[src/rtl/uart_byte_tx_pkg.sv]
// uart_byte_tx_pkg: parity modes, state encoding and parity helper shared by the UART TX/RX sides
package uart_byte_tx_pkg;
  localparam int PAR_NONE = 0;
  localparam int PAR_ODD  = 1;
  localparam int PAR_EVEN = 2;
  typedef enum logic {IDLE = 1'b0, SEND = 1'b1} uart_state_e;
  function automatic logic parity_of(input logic [7:0] d, input logic odd);
    return odd ? ~^d : ^d;
  endfunction
endpackage

[src/rtl/uart_byte_tx.sv]
// uart_byte_tx: serialises a byte as start, LSB-first data, optional parity and stop bits paced by Bps_Clk
module uart_byte_tx
  import uart_byte_tx_pkg::*;
#(
  parameter int PARITY    = 0,
  parameter int STOP_BITS = 1
) (
  input  logic       Clk,
  input  logic       Rst_n,
  input  logic       Send_En,
  input  logic [7:0] Data_Byte,
  input  logic       Bps_Clk,
  output logic       Byte_En,
  output logic       Rs232_Tx,
  output logic       Tx_Done,
  output logic       Uart_state
);
  localparam bit HAS_PAR = (PARITY == PAR_ODD) || (PARITY == PAR_EVEN);
  localparam int NSTOP = (STOP_BITS == 2) ? 2 : 1;
  localparam logic [3:0] N = 4'(9 + (HAS_PAR ? 1 : 0) + NSTOP);
  uart_state_e state, state_d;
  logic [3:0] bit_cnt, cnt_d;
  logic [7:0] data_r, data_d;
  logic par_r, par_d, tx_d, ben_d, done_d, frame_bit;
  logic [2:0] idx;
  assign idx = 3'(bit_cnt - 4'd1);
  assign frame_bit = (bit_cnt == 4'd0) ? 1'b0 :
                     (bit_cnt <= 4'd8) ? data_r[idx] :
                     (HAS_PAR && bit_cnt == 4'd9) ? par_r : 1'b1;
  assign Uart_state = (state == SEND);
  // next-state: accept a byte in IDLE, step one frame bit per Bps_Clk in SEND, finish on pulse N+1
  always_comb begin
    state_d = state;
    cnt_d   = bit_cnt;
    data_d  = data_r;
    par_d   = par_r;
    tx_d    = Rs232_Tx;
    ben_d   = Byte_En;
    done_d  = 1'b0;
    if (state == IDLE) begin
      if (Send_En) begin
        state_d = SEND;
        data_d  = Data_Byte;
        par_d   = parity_of(Data_Byte, PARITY == PAR_ODD);
        ben_d   = 1'b1;
      end
    end else if (Bps_Clk) begin
      if (bit_cnt == N) begin
        state_d = IDLE;
        cnt_d   = 4'd0;
        tx_d    = 1'b1;
        ben_d   = 1'b0;
        done_d  = 1'b1;
      end else begin
        cnt_d = bit_cnt + 4'd1;
        tx_d  = frame_bit;
      end
    end
  end
  // all outputs are registered so nothing combinational reaches Byte_En, Tx_Done or the line
  always_ff @(posedge Clk) begin
    if (!Rst_n) begin
      state    <= IDLE;
      bit_cnt  <= 4'd0;
      data_r   <= 8'd0;
      par_r    <= 1'b0;
      Rs232_Tx <= 1'b1;
      Byte_En  <= 1'b0;
      Tx_Done  <= 1'b0;
    end else begin
      state    <= state_d;
      bit_cnt  <= cnt_d;
      data_r   <= data_d;
      par_r    <= par_d;
      Rs232_Tx <= tx_d;
      Byte_En  <= ben_d;
      Tx_Done  <= done_d;
    end
  end
endmodule

[config.mk]
export PLATFORM = sky130hd
export DESIGN_NAME = uart_byte_tx
export DESIGN_NICKNAME = d
export VERILOG_FILES = /design/src/rtl/uart_byte_tx_pkg.sv /design/src/rtl/uart_byte_tx.sv
export SDC_FILE = /design/constraint.sdc
export NUM_CORES = 1
export LEC_CHECK = 0
export ABC_AREA = 1
export ABC_CLOCK_PERIOD_IN_PS = 1240
export CORE_UTILIZATION = 31
export CTS_CLUSTER_DIAMETER = 80
export DETAILED_ROUTE_END_ITERATION = 12
export PLACE_DENSITY_LB_ADDON = 0.05
export SYNTH_ARGS = -nofsm -noshare
export SYNTH_HDL_FRONTEND = slang
export SYNTH_SLANG_ARGS = --single-unit
[constraint.sdc]
create_clock -name Clk -period 1.24 [get_ports Clk]
set_input_delay 0.248 -clock Clk [delete_from_list [all_inputs] [get_ports Clk]]
set_output_delay 0.248 -clock Clk [all_outputs]
set_load 0.01 [all_outputs]
==> metrics, run 1 <==
period utilization between 90% and 100%; final number of setup-violating endpoints 0; Yosys warning total 0; power density normalized to cell area 982 nW/um2; routability congestion estimate from global placement 0.715; type of the tightest min-delay check reg2reg; via count roughly 690; Final HPWL DP ~1.3 mm; Most used DFF post-synth sky130_fd_sc_hd__dfxtp_1; aggregate global routing overflow 0; final count of pins violating max slew 0; data required time of the critical path between 1000 and 1500 ps; worst-skew pair later-pin latency 280 ps; share of final-layout standard cells stronger than drive strength 1 a little under a quarter; floorplan die height around 53 um; worst hold path depth 2; number of antenna violations at the first check in global routing 0; outcome finished, final reports clean; floorplan core area between 2000 and 2500 um2; Die Outline Area between 2000 and 3000 um2; aggregate global-route resource usage between 10% and 20%; Critical R2R Capture Rs232_Tx; I/O pin total 16; number of synthesized register bits 16; critical path arrival ~1400 ps; clock buffers created by TritonCTS 3; top post-synthesis cells by count sky130_fd_sc_hd__dfxtp_1, sky130_fd_sc_hd__nand2_1, sky130_fd_sc_hd__inv_1; relative area change from synthesis to final layout 35.3%; setup clock skew after layout 4.66 ps; residual antenna-violating net count after detailed routing 0; count of cell types in the netlist 23; CTS tree built; measured slew at the worst slew-check pin 253 ps; buffer cell driving the clock tree root sky130_fd_sc_hd__clkbuf_4; maximum number of pins on one net before global-route repair 16; number of clock sinks 16; count of port buffers added during placement 15; Crit Path Category reg2reg; global-route wire length before repair between 2 and 3 mm; relative max-transition margin between 80% and 90%; top cells by area in the synthesized netlist sky130_fd_sc_hd__dfxtp_1, sky130_fd_sc_hd__ha_1, sky130_fd_sc_hd__nand2_1, sky130_fd_sc_hd__inv_1, sky130_fd_sc_hd__a21oi_1; r2r startpoint bit_cnt[0]; number of detailed-routing iterations run before antenna repair 4; clock tree buffer depth 2; RSZ-0062 raised after global routing yes; gate count of the mapped netlist ~100; Avg Synthesized Cell Area ~8 um2; area leader, netlist sky130_fd_sc_hd__dfxtp_1; crit path from bit_cnt[0]; hold_sp data_r[3]; post-DR vias/cell 4.41; num rows 18; fin util 44.5%; final hold vios 0; crit path max fanout 4; leakage power 0.488 nW; f_max ~0.82 GHz; crit path time final approximately 1200 ps; Critical Path End Type flop; wire length after detailed routing approximately 1.6 mm; number of remaining DRC errors 0; fraction of synthesized cell area taken by the top area cell type approximately two fifths; most used standard cell by instance count after synthesis sky130_fd_sc_hd__dfxtp_1; cell area after synthesis just over 800 um2; count of flip-flops with a built-in enable after synthesis 0; proportion of synthesized chip area in sequential cells roughly two fifths; R2R cell count 9; share of synthesized flip-flops with an asynchronous set or reset 0%; startpoint type of the worst setup path flop; number of design-rule violations left by the first detailed-router iteration 4; effective utilization at floorplan 32.9%; net total in the final layout 146; Max-cap violations 0; CTS clk-pin slew, worst paths roughly 100 ps; maximum vdd ir drop ~0.66 mV; die extent in x 53.3 um; Post-Route Hold Slack roughly 460 ps; Routed wire per std cell between 10 and 15 um; post-synth net total approximately 120; R2R Setup Slk approximately 23 ps; depth of the CTS H-tree 1; diode insertion count for antenna repair 0; number of global-route vias before repair 636; total design power 0.00108 W; hold endpoint data_r[3]
[power by group]
part	leakage (nW)	internal, W	switching, W
logic	0.341	0.000124	0.000120
clock network	0.0138	0.000113	0.000166
registers	0.133	0.000546	0.0000126
total	0.488	0.000783	0.000299
[metal layers]
metal / track usage (%) / vias up / share of wire (%)
met2: 21.3 / 12 / 47
met5: 0 / - / 0
met3: 2.87 / 2 / 5.1
met4: 7.89 / 0 / 1.2
li1: - / 377 / -
met1: 17.3 / 301 / 46
[per-stage QoR]
stage	area, um2	worst slack (ps)	setup TNS [ps]	cells
finish	1100	23.0	0	157
global route	1100	-84.2	-164	157
CTS	1090	6.84	0	157
detailed placement	1070	-137	-1340	154
global placement	1070	-111	-1090	154
floorplan	828	15.9	0	102
[cell families after synthesis]
| kind of cell | after synthesis | share of synthesized area, % |
|---|---|---|
| XOR/XNOR | 4 | 4.30 |
| AND/OR/NAND/NOR | 38 | 22.3 |
| adder cells (fa/ha/maj) | 5 | 7.68 |
| buffers and inverters | 19 | 11.5 |
| flip-flops | 16 | 39.3 |
| AO/OA/AOI/OAI | 20 | 14.9 |
[state kept, by name, summed over array words and instances (netlist names)]
signal,count
bit_cnt,4
Rs232_Tx,1
Tx_Done,1
Uart_state,1
Byte_En,1
data_r,8
[how the worst max path moves through the flow]
stage | endpoint
final | Rs232_Tx
after global routing | Rs232_Tx
after CTS | Rs232_Tx
after detailed placement | data_r[7]
after global placement | data_r[4]
after floorplan | Rs232_Tx
[area by class of cell]
cell class / instances / area [um2]
Multi-Input combinational cell: 67 / 420
Tap cell: 30 / 37.5
Fill cell: 284 / 1380
Sequential cell: 16 / 323
Clock buffer: 3 / 22.5
Inverter: 16 / 66.3
Timing Repair Buffer: 25 / 233
[cells in the final DEF (no fill, tap or decap), types with 2 or more instances in the layout]
cell / n
sky130_fd_sc_hd__nor2_2: 2
sky130_fd_sc_hd__buf_4: 9
sky130_fd_sc_hd__clkbuf_4: 3
sky130_fd_sc_hd__dfxtp_1: 14
sky130_fd_sc_hd__xor2_1: 3
sky130_fd_sc_hd__nor3_1: 2
sky130_fd_sc_hd__a21oi_1: 9
sky130_fd_sc_hd__inv_1: 11
sky130_fd_sc_hd__o21ai_2: 2
sky130_fd_sc_hd__inv_2: 2
sky130_fd_sc_hd__ha_1: 4
sky130_fd_sc_hd__nor2_1: 8
sky130_fd_sc_hd__clkdlybuf4s50_1: 11
sky130_fd_sc_hd__dlygate4sd2_1: 4
sky130_fd_sc_hd__nand3_1: 7
sky130_fd_sc_hd__nand2_1: 15
sky130_fd_sc_hd__inv_4: 2
sky130_fd_sc_hd__o21ai_0: 6
sky130_fd_sc_hd__dfxtp_2: 2
[what timing repair did]
action | 4_1_cts | 5_1_grt
gates resized for setup | 6 | 4
setup endpoints to repair | 5 | 6
pin swaps | 0 | 3
hold buffers | 0 | 0
setup buffers | 0 | 0
[critical path, stage by stage, from the launching register on]
cell	delay (ps)
sky130_fd_sc_hd__dfxtp_2	360
sky130_fd_sc_hd__inv_4	50
sky130_fd_sc_hd__ha_4	280
sky130_fd_sc_hd__inv_4	40
sky130_fd_sc_hd__nand3_1	70
sky130_fd_sc_hd__nand3_1	90
sky130_fd_sc_hd__nand3_1	90
sky130_fd_sc_hd__nand2_1	60
sky130_fd_sc_hd__nand2_1	50
sky130_fd_sc_hd__nand2_1	40
Power figures use the tool's default switching activity.
==> inputs of run 2 (changes only) <==
Settings changed: ABC_CLOCK_PERIOD_IN_PS 1240 to 1400, SLEW_MARGIN set to 20.
Clock period 1.24 ns to 1.4 ns, I/O delays scaled along.
==> metrics, run 2 (synthesized netlist as in run 1, its figures left out) <==
floorplan die height 53.3 um (unchanged); power density normalized to cell area 913 nW/um2 (was 982 nW/um2); Final HPWL DP 1.13 mm (was 1.26 mm); aggregate global routing overflow 0 (unchanged); slowest stage cell on the critical path sky130_fd_sc_hd__dfxtp_2 (unchanged); registers with the most flip-flops data_r: 8 flops, bit_cnt: 4 flops (unchanged); CTS clk-pin slew, worst paths 100 ps (about the same); relative area change from synthesis to final layout 35.5% (was 35.3%); capture point of the critical path bit_cnt[1] (was Rs232_Tx); wire length after detailed routing 1.55 mm (was 1.62 mm); setup clock skew after layout 11.9 ps (was 4.66 ps); count of port buffers added during placement 15 (unchanged); number of design-rule violations left by the first detailed-router iteration 4 (unchanged); startpoint type of the worst setup path flop (unchanged); largest stage delay on the critical path 350 ps (was 360 ps); depth of the CTS H-tree 1 (unchanged); RSZ-0062 raised after global routing no (was yes); num rows 18 (unchanged); via count 684 (was 692); buffer cell driving the clock tree root sky130_fd_sc_hd__clkbuf_4 (unchanged); Critical Path End Type flop (unchanged); number of detailed-routing iterations run before antenna repair 4 (unchanged); die extent in x 53.3 um (unchanged); CTS tree built (unchanged); final number of setup-violating endpoints 0 (unchanged); clock tree buffer depth 2 (unchanged); type of the tightest min-delay check reg2reg (unchanged); number of clock sinks 16 (unchanged); Max-cap violations 0 (unchanged); final hold vios 0 (unchanged); r2r startpoint bit_cnt[0] (unchanged); period utilization 91.4% (was 98.1%); buffers inserted during post-CTS setup optimization 0 (unchanged); number of global-route vias before repair 624 (was 636); worst-skew pair later-pin latency 290 ps (was 280 ps); hold buffer count at cts 0 (unchanged); global-route wire length before repair 2.59 mm (was 2.77 mm); critical path arrival 1460 ps (was 1400 ps); number of antenna violations at the first check in global routing 0 (unchanged); Crit Path Category reg2reg (unchanged); max FFs per register 8 (unchanged); Die Outline Area 2840 um2 (unchanged); Post-Route Hold Slack 456 ps (about the same); diode insertion count for antenna repair 0 (unchanged); largest register by flop count data_r (unchanged); crit path from bit_cnt[0] (unchanged); share of final-layout standard cells stronger than drive strength 1 22.2% (was 23.6%); I/O pin total 16 (unchanged); maximum vdd ir drop 0.731 mV (was 0.658 mV); maximum number of pins on one net before global-route repair 16 (unchanged); R2R cell count 6 (was 9); crit path time final 1280 ps (was 1220 ps); residual antenna-violating net count after detailed routing 0 (unchanged); crit path max fanout 6 (was 4); aggregate global-route resource usage 13.1% (was 13.7%); cells along the critical path inv_4 -> buf_4 -> ha_4 -> nand3_2 -> o21ai_4 -> a211oi_1 (was inv_4 -> ha_4 -> inv_4 -> nand3_1 -> nand3_1 -> nand3_1 -> nand2_1 -> nand2_1 -> nand2_1); sum of negative setup slack 0 ps (unchanged); highest-count cells in the layout ignoring fill and taps sky130_fd_sc_hd__nand2_1, sky130_fd_sc_hd__dfxtp_1, sky130_fd_sc_hd__inv_1 (was sky130_fd_sc_hd__nand2_1, sky130_fd_sc_hd__dfxtp_1, sky130_fd_sc_hd__inv_1, sky130_fd_sc_hd__clkdlybuf4s50_1); R2R Setup Slk 120 ps (was 20 ps); effective utilization at floorplan 32.9% (unchanged); Critical R2R Capture bit_cnt[1] (was Rs232_Tx); total design power 0.00101 W (was 0.00108 W); fillers 270 (was 284); final count of pins violating max slew 0 (unchanged); most common cell after layout, fill and taps aside sky130_fd_sc_hd__nand2_1 (unchanged); data required time of the critical path 1580 ps (was 1420 ps); measured slew at the worst slew-check pin 249 ps (was 253 ps); relative max-transition margin 83.4% (was 83.1%); leakage power 0.486 nW (was 0.488 nW); net total in the final layout 144 (was 146); post-DR vias/cell 4.38 (was 4.41); number of remaining DRC errors 0 (unchanged); floorplan core area 2480 um2 (unchanged); routability congestion estimate from global placement 0.750 (was 0.715); clock buffers created by TritonCTS 3 (unchanged); Routed wire per std cell 9.94 um (was 10.3 um); f_max 0.781 GHz (was 0.822 GHz); outcome finished, final reports clean (unchanged)
run 2: how the worst min path moves through the flow:
stage / startpoint / end / slack (ps) / depth (start not counted)
after floorplan: Rst_n / data_r[5] / 390 / 2
after global placement: data_r[3] / data_r[3] / 440 / 2
after detailed placement: data_r[0] / data_r[0] / 450 / 2
after CTS: data_r[0] / data_r[0] / 460 / 2
after global routing: data_r[6] / data_r[6] / 480 / 2
final: data_r[4] / data_r[4] / 460 / 2
run 2: critical path: cells and delay by family, from the launching register on:
family                   cells  cell delay [ps]
buffers and inverters        2              210
adder cells (fa/ha/maj)      1              150
AO/OA/AOI/OAI                2              350
AND/OR/NAND/NOR              1              110
flip-flops                   1              350
run 2: layout make-up:
cell class / instances / area, um2 / share of cell area, %
tap: 30 / 37.5 / 3.40
clock buffer: 4 / 36.3 / 3.29
multi-input combinational: 67 / 425 / 38.5
timing repair buffer: 23 / 218 / 19.7
sequential: 16 / 323 / 29.3
inverter: 16 / 63.8 / 5.78
run 2: through the flow:
step	cells	setup WS [ps]	util (%)	area (um2)
CTS	156	53.3	43.4	1080
global placement	152	30.1	42.2	1040
floorplan	102	54.5	-	815
finish	156	120	44.5	1100
detailed placement	152	12.1	42.2	1040
global route	156	31.4	44.5	1100
run 2: where the power goes:
group,internal [W],switching (W),leakage [nW]
Clock,0.000158,0.000147,0.0210
Combinational,0.000106,0.000103,0.332
Sequential,0.000484,0.00000974,0.133
run 2: timing repair:
| item | 4_1_cts | 5_1_grt |
|---|---|---|
| pin swaps | 0 | 2 |
| endpoints found under the setup margin | 4 | 2 |
| gates resized for setup | 4 | 6 |
run 2: layer usage:
| layer | vias up | global-route usage (%) | part of all wire, % |
|---|---|---|---|
| met5 | - | 0 | 0 |
| met4 | 0 | 4.82 | 0.97 |
| li1 | 373 | - | - |
| met1 | 295 | 16.3 | 50 |
| met3 | 2 | 6.03 | 4.6 |
| met2 | 14 | 19.6 | 44 |
==> inputs of run 3 (changes only) <==
Settings changed: CELL_PAD_IN_SITES_DETAIL_PLACEMENT set to 1, CELL_PAD_IN_SITES_GLOBAL_PLACEMENT set to 1.
==> metrics, run 3 (synthesized netlist as in run 1, its figures left out) <==
# resized after CTS 4 (unchanged); fin util 42.1% (was 44.5%); setup clock skew after layout 3.39 ps (was 11.9 ps); final count of pins violating max slew 0 (unchanged); Die Outline Area 2840 um2 (unchanged); slowest stage cell on the critical path sky130_fd_sc_hd__dfxtp_2 (unchanged); hold buffer count at cts 0 (unchanged); relative max-transition margin 83.3% (was 83.4%); Routed wire per std cell 11.2 um (was 9.94 um); cells along the critical path inv_4 -> buf_4 -> ha_1 -> nand3_2 -> o21ai_4 -> nor2_1 (was inv_4 -> buf_4 -> ha_4 -> nand3_2 -> o21ai_4 -> a211oi_1); via count 698 (was 684); maximum vdd ir drop 0.510 mV (was 0.731 mV); buffer cell driving the clock tree root sky130_fd_sc_hd__clkbuf_4 (unchanged); num rows 18 (unchanged); Critical Path End Type flop (unchanged); count of port buffers added during placement 15 (unchanged); residual antenna-violating net count after detailed routing 0 (unchanged); floorplan core area 2480 um2 (unchanged); depth of the CTS H-tree 1 (unchanged); CTS clk-pin slew, worst paths 90 ps (was 100 ps); worst-skew pair later-pin latency 280 ps (was 290 ps); Final HPWL DP 1.37 mm (was 1.13 mm); number of design-rule violations left by the first detailed-router iteration 4 (unchanged); met1 routed wirelength after detailed routing 787 um (was 774 um); final std cells w/o fill 154 (was 156); effective utilization at floorplan 32.9% (unchanged); number of detailed-routing iterations run before antenna repair 3 (was 4); largest stage delay on the critical path 340 ps (was 350 ps); maximum number of pins on one net before global-route repair 16 (unchanged); relative area change from synthesis to final layout 28.1% (was 35.5%); highest-count cells in the layout ignoring fill and taps sky130_fd_sc_hd__dfxtp_1, sky130_fd_sc_hd__nand2_1, sky130_fd_sc_hd__inv_1 (was sky130_fd_sc_hd__nand2_1, sky130_fd_sc_hd__dfxtp_1, sky130_fd_sc_hd__inv_1); wire length after detailed routing 1.72 mm (was 1.55 mm); floorplan die height 53.3 um (unchanged); met3 wire len 56 um (was 72 um); routability congestion estimate from global placement 0.747 (was 0.750); diode insertion count for antenna repair 0 (unchanged); data required time of the critical path 1580 ps (about the same); measured slew at the worst slew-check pin 250 ps (was 249 ps); top routing layer in use met4 (unchanged); number of clock sinks 16 (unchanged); clock tree buffer depth 2 (unchanged); cell family with most CP delay flip-flops (was compound AO/OA/AOI/OAI gates); startpoint type of the worst setup path flop (unchanged); detailed route wirelength on metal2 841 um (was 688 um); f_max 0.783 GHz (was 0.781 GHz); largest register by flop count data_r (unchanged); worst path buffer plus inverter count 2 (unchanged); clock buffers created by TritonCTS 3 (unchanged); share of final-layout standard cells stronger than drive strength 1 17.7% (was 22.2%); outcome finished, final reports clean (unchanged); final hold vios 0 (unchanged); die extent in x 53.3 um (unchanged); aggregate global-route resource usage 14.8% (was 13.1%); final number of setup-violating endpoints 0 (unchanged); RSZ-0062 raised after global routing no (unchanged); period utilization 91.2% (was 91.4%); number of placed instances, taps included 151 (was 152); registers with the most flip-flops data_r: 8 flops, bit_cnt: 4 flops (unchanged); number of remaining DRC errors 0 (unchanged); max FFs per register 8 (unchanged); critical path arrival 1450 ps (was 1460 ps); crit path time final 1280 ps (about the same); net total in the final layout 143 (was 144); Crit Path Category reg2reg (unchanged); power density normalized to cell area 886 nW/um2 (was 913 nW/um2); type of the tightest min-delay check reg2reg (unchanged); crit path max fanout 6 (unchanged); number of global-route vias before repair 734 (was 624); post-DR vias/cell 4.53 (was 4.38); CTS tree built (unchanged); I/O pin total 16 (unchanged); leakage power 0.466 nW (was 0.486 nW); number of antenna violations at the first check in global routing 0 (unchanged); aggregate global routing overflow 0 (unchanged); buffers inserted during post-CTS setup optimization 0 (unchanged); Max-cap violations 0 (unchanged); global-route wire length before repair 2.95 mm (was 2.59 mm)
run 3: cell count changes in the layout (fill, tap and decap cells not counted):
| cell | before | now |
|---|---|---|
| sky130_fd_sc_hd__dfxtp_2 | 2 | 1 |
| sky130_fd_sc_hd__ha_1 | 3 | 5 |
| sky130_fd_sc_hd__clkbuf_8 | 1 | 0 |
| sky130_fd_sc_hd__dfxtp_1 | 14 | 15 |
| sky130_fd_sc_hd__ha_4 | 2 | 0 |
| sky130_fd_sc_hd__inv_1 | 12 | 13 |
| sky130_fd_sc_hd__buf_12 | 1 | 0 |
| sky130_fd_sc_hd__inv_2 | 2 | 1 |
run 3: stage by stage:
stage | TNS (ps) | cell area, um2 | worst slack (ps) | power (W) | hold slack, ps
2_1_floorplan | 0 | 815 | 54.5 | 0.000620 | 391
3_3_place_gp | -1.90 | 1020 | -1.90 | 0.000699 | 442
3_5_place_dp | -322 | 1020 | -74.4 | 0.000706 | 452
4_1_cts | 0 | 1040 | 76.4 | 0.000949 | 465
5_1_grt | 0 | 1040 | 0.0590 | 0.000989 | 483
6_report | 0 | 1040 | 123 | 0.000924 | 457
run 3: final timing paths:
kind | depth (start not counted) | slack, ps | startpoint | to
worst max-delay path | 6 | 120 | bit_cnt[0] | bit_cnt[2]
worst max register to register | 6 | 120 | bit_cnt[0] | bit_cnt[2]
worst min register to register | 2 | 460 | data_r[5] | data_r[5]
worst min-delay path | 2 | 460 | data_r[5] | data_r[5]
run 3: where the power goes:
part / leakage (nW) / switching, W / internal [W]
registers: 0.132 / 0.0000106 / 0.000483
clock network: 0.0138 / 0.000139 / 0.0000998
logic: 0.320 / 0.0000990 / 0.0000930
run 3: worst reg2reg max path, cell delays in order (launching register included):
cell and delay (ps):
sky130_fd_sc_hd__dfxtp_2 340, sky130_fd_sc_hd__inv_4 50, sky130_fd_sc_hd__buf_4 130, sky130_fd_sc_hd__ha_1 220
sky130_fd_sc_hd__nand3_2 120, sky130_fd_sc_hd__o21ai_4 240, sky130_fd_sc_hd__nor2_1 70
run 3: per-layer routing:
layer / GRT usage [%] / up-vias
li1: - / 367
met1: 15.9 / 318
met2: 26.3 / 9
met3: 2.59 / 4
met4: 9.21 / 0
met5: 0 / -
run 3: final cells by class:
| class | count | area [um2] |
|---|---|---|
| sequential | 16 | 322 |
| timing repair buffer | 22 | 198 |
| tap | 30 | 37.5 |
| inverter | 16 | 63.8 |
| clock buffer | 3 | 22.5 |
| multi-input combinational | 67 | 400 |
| fill | 323 | 1430 |
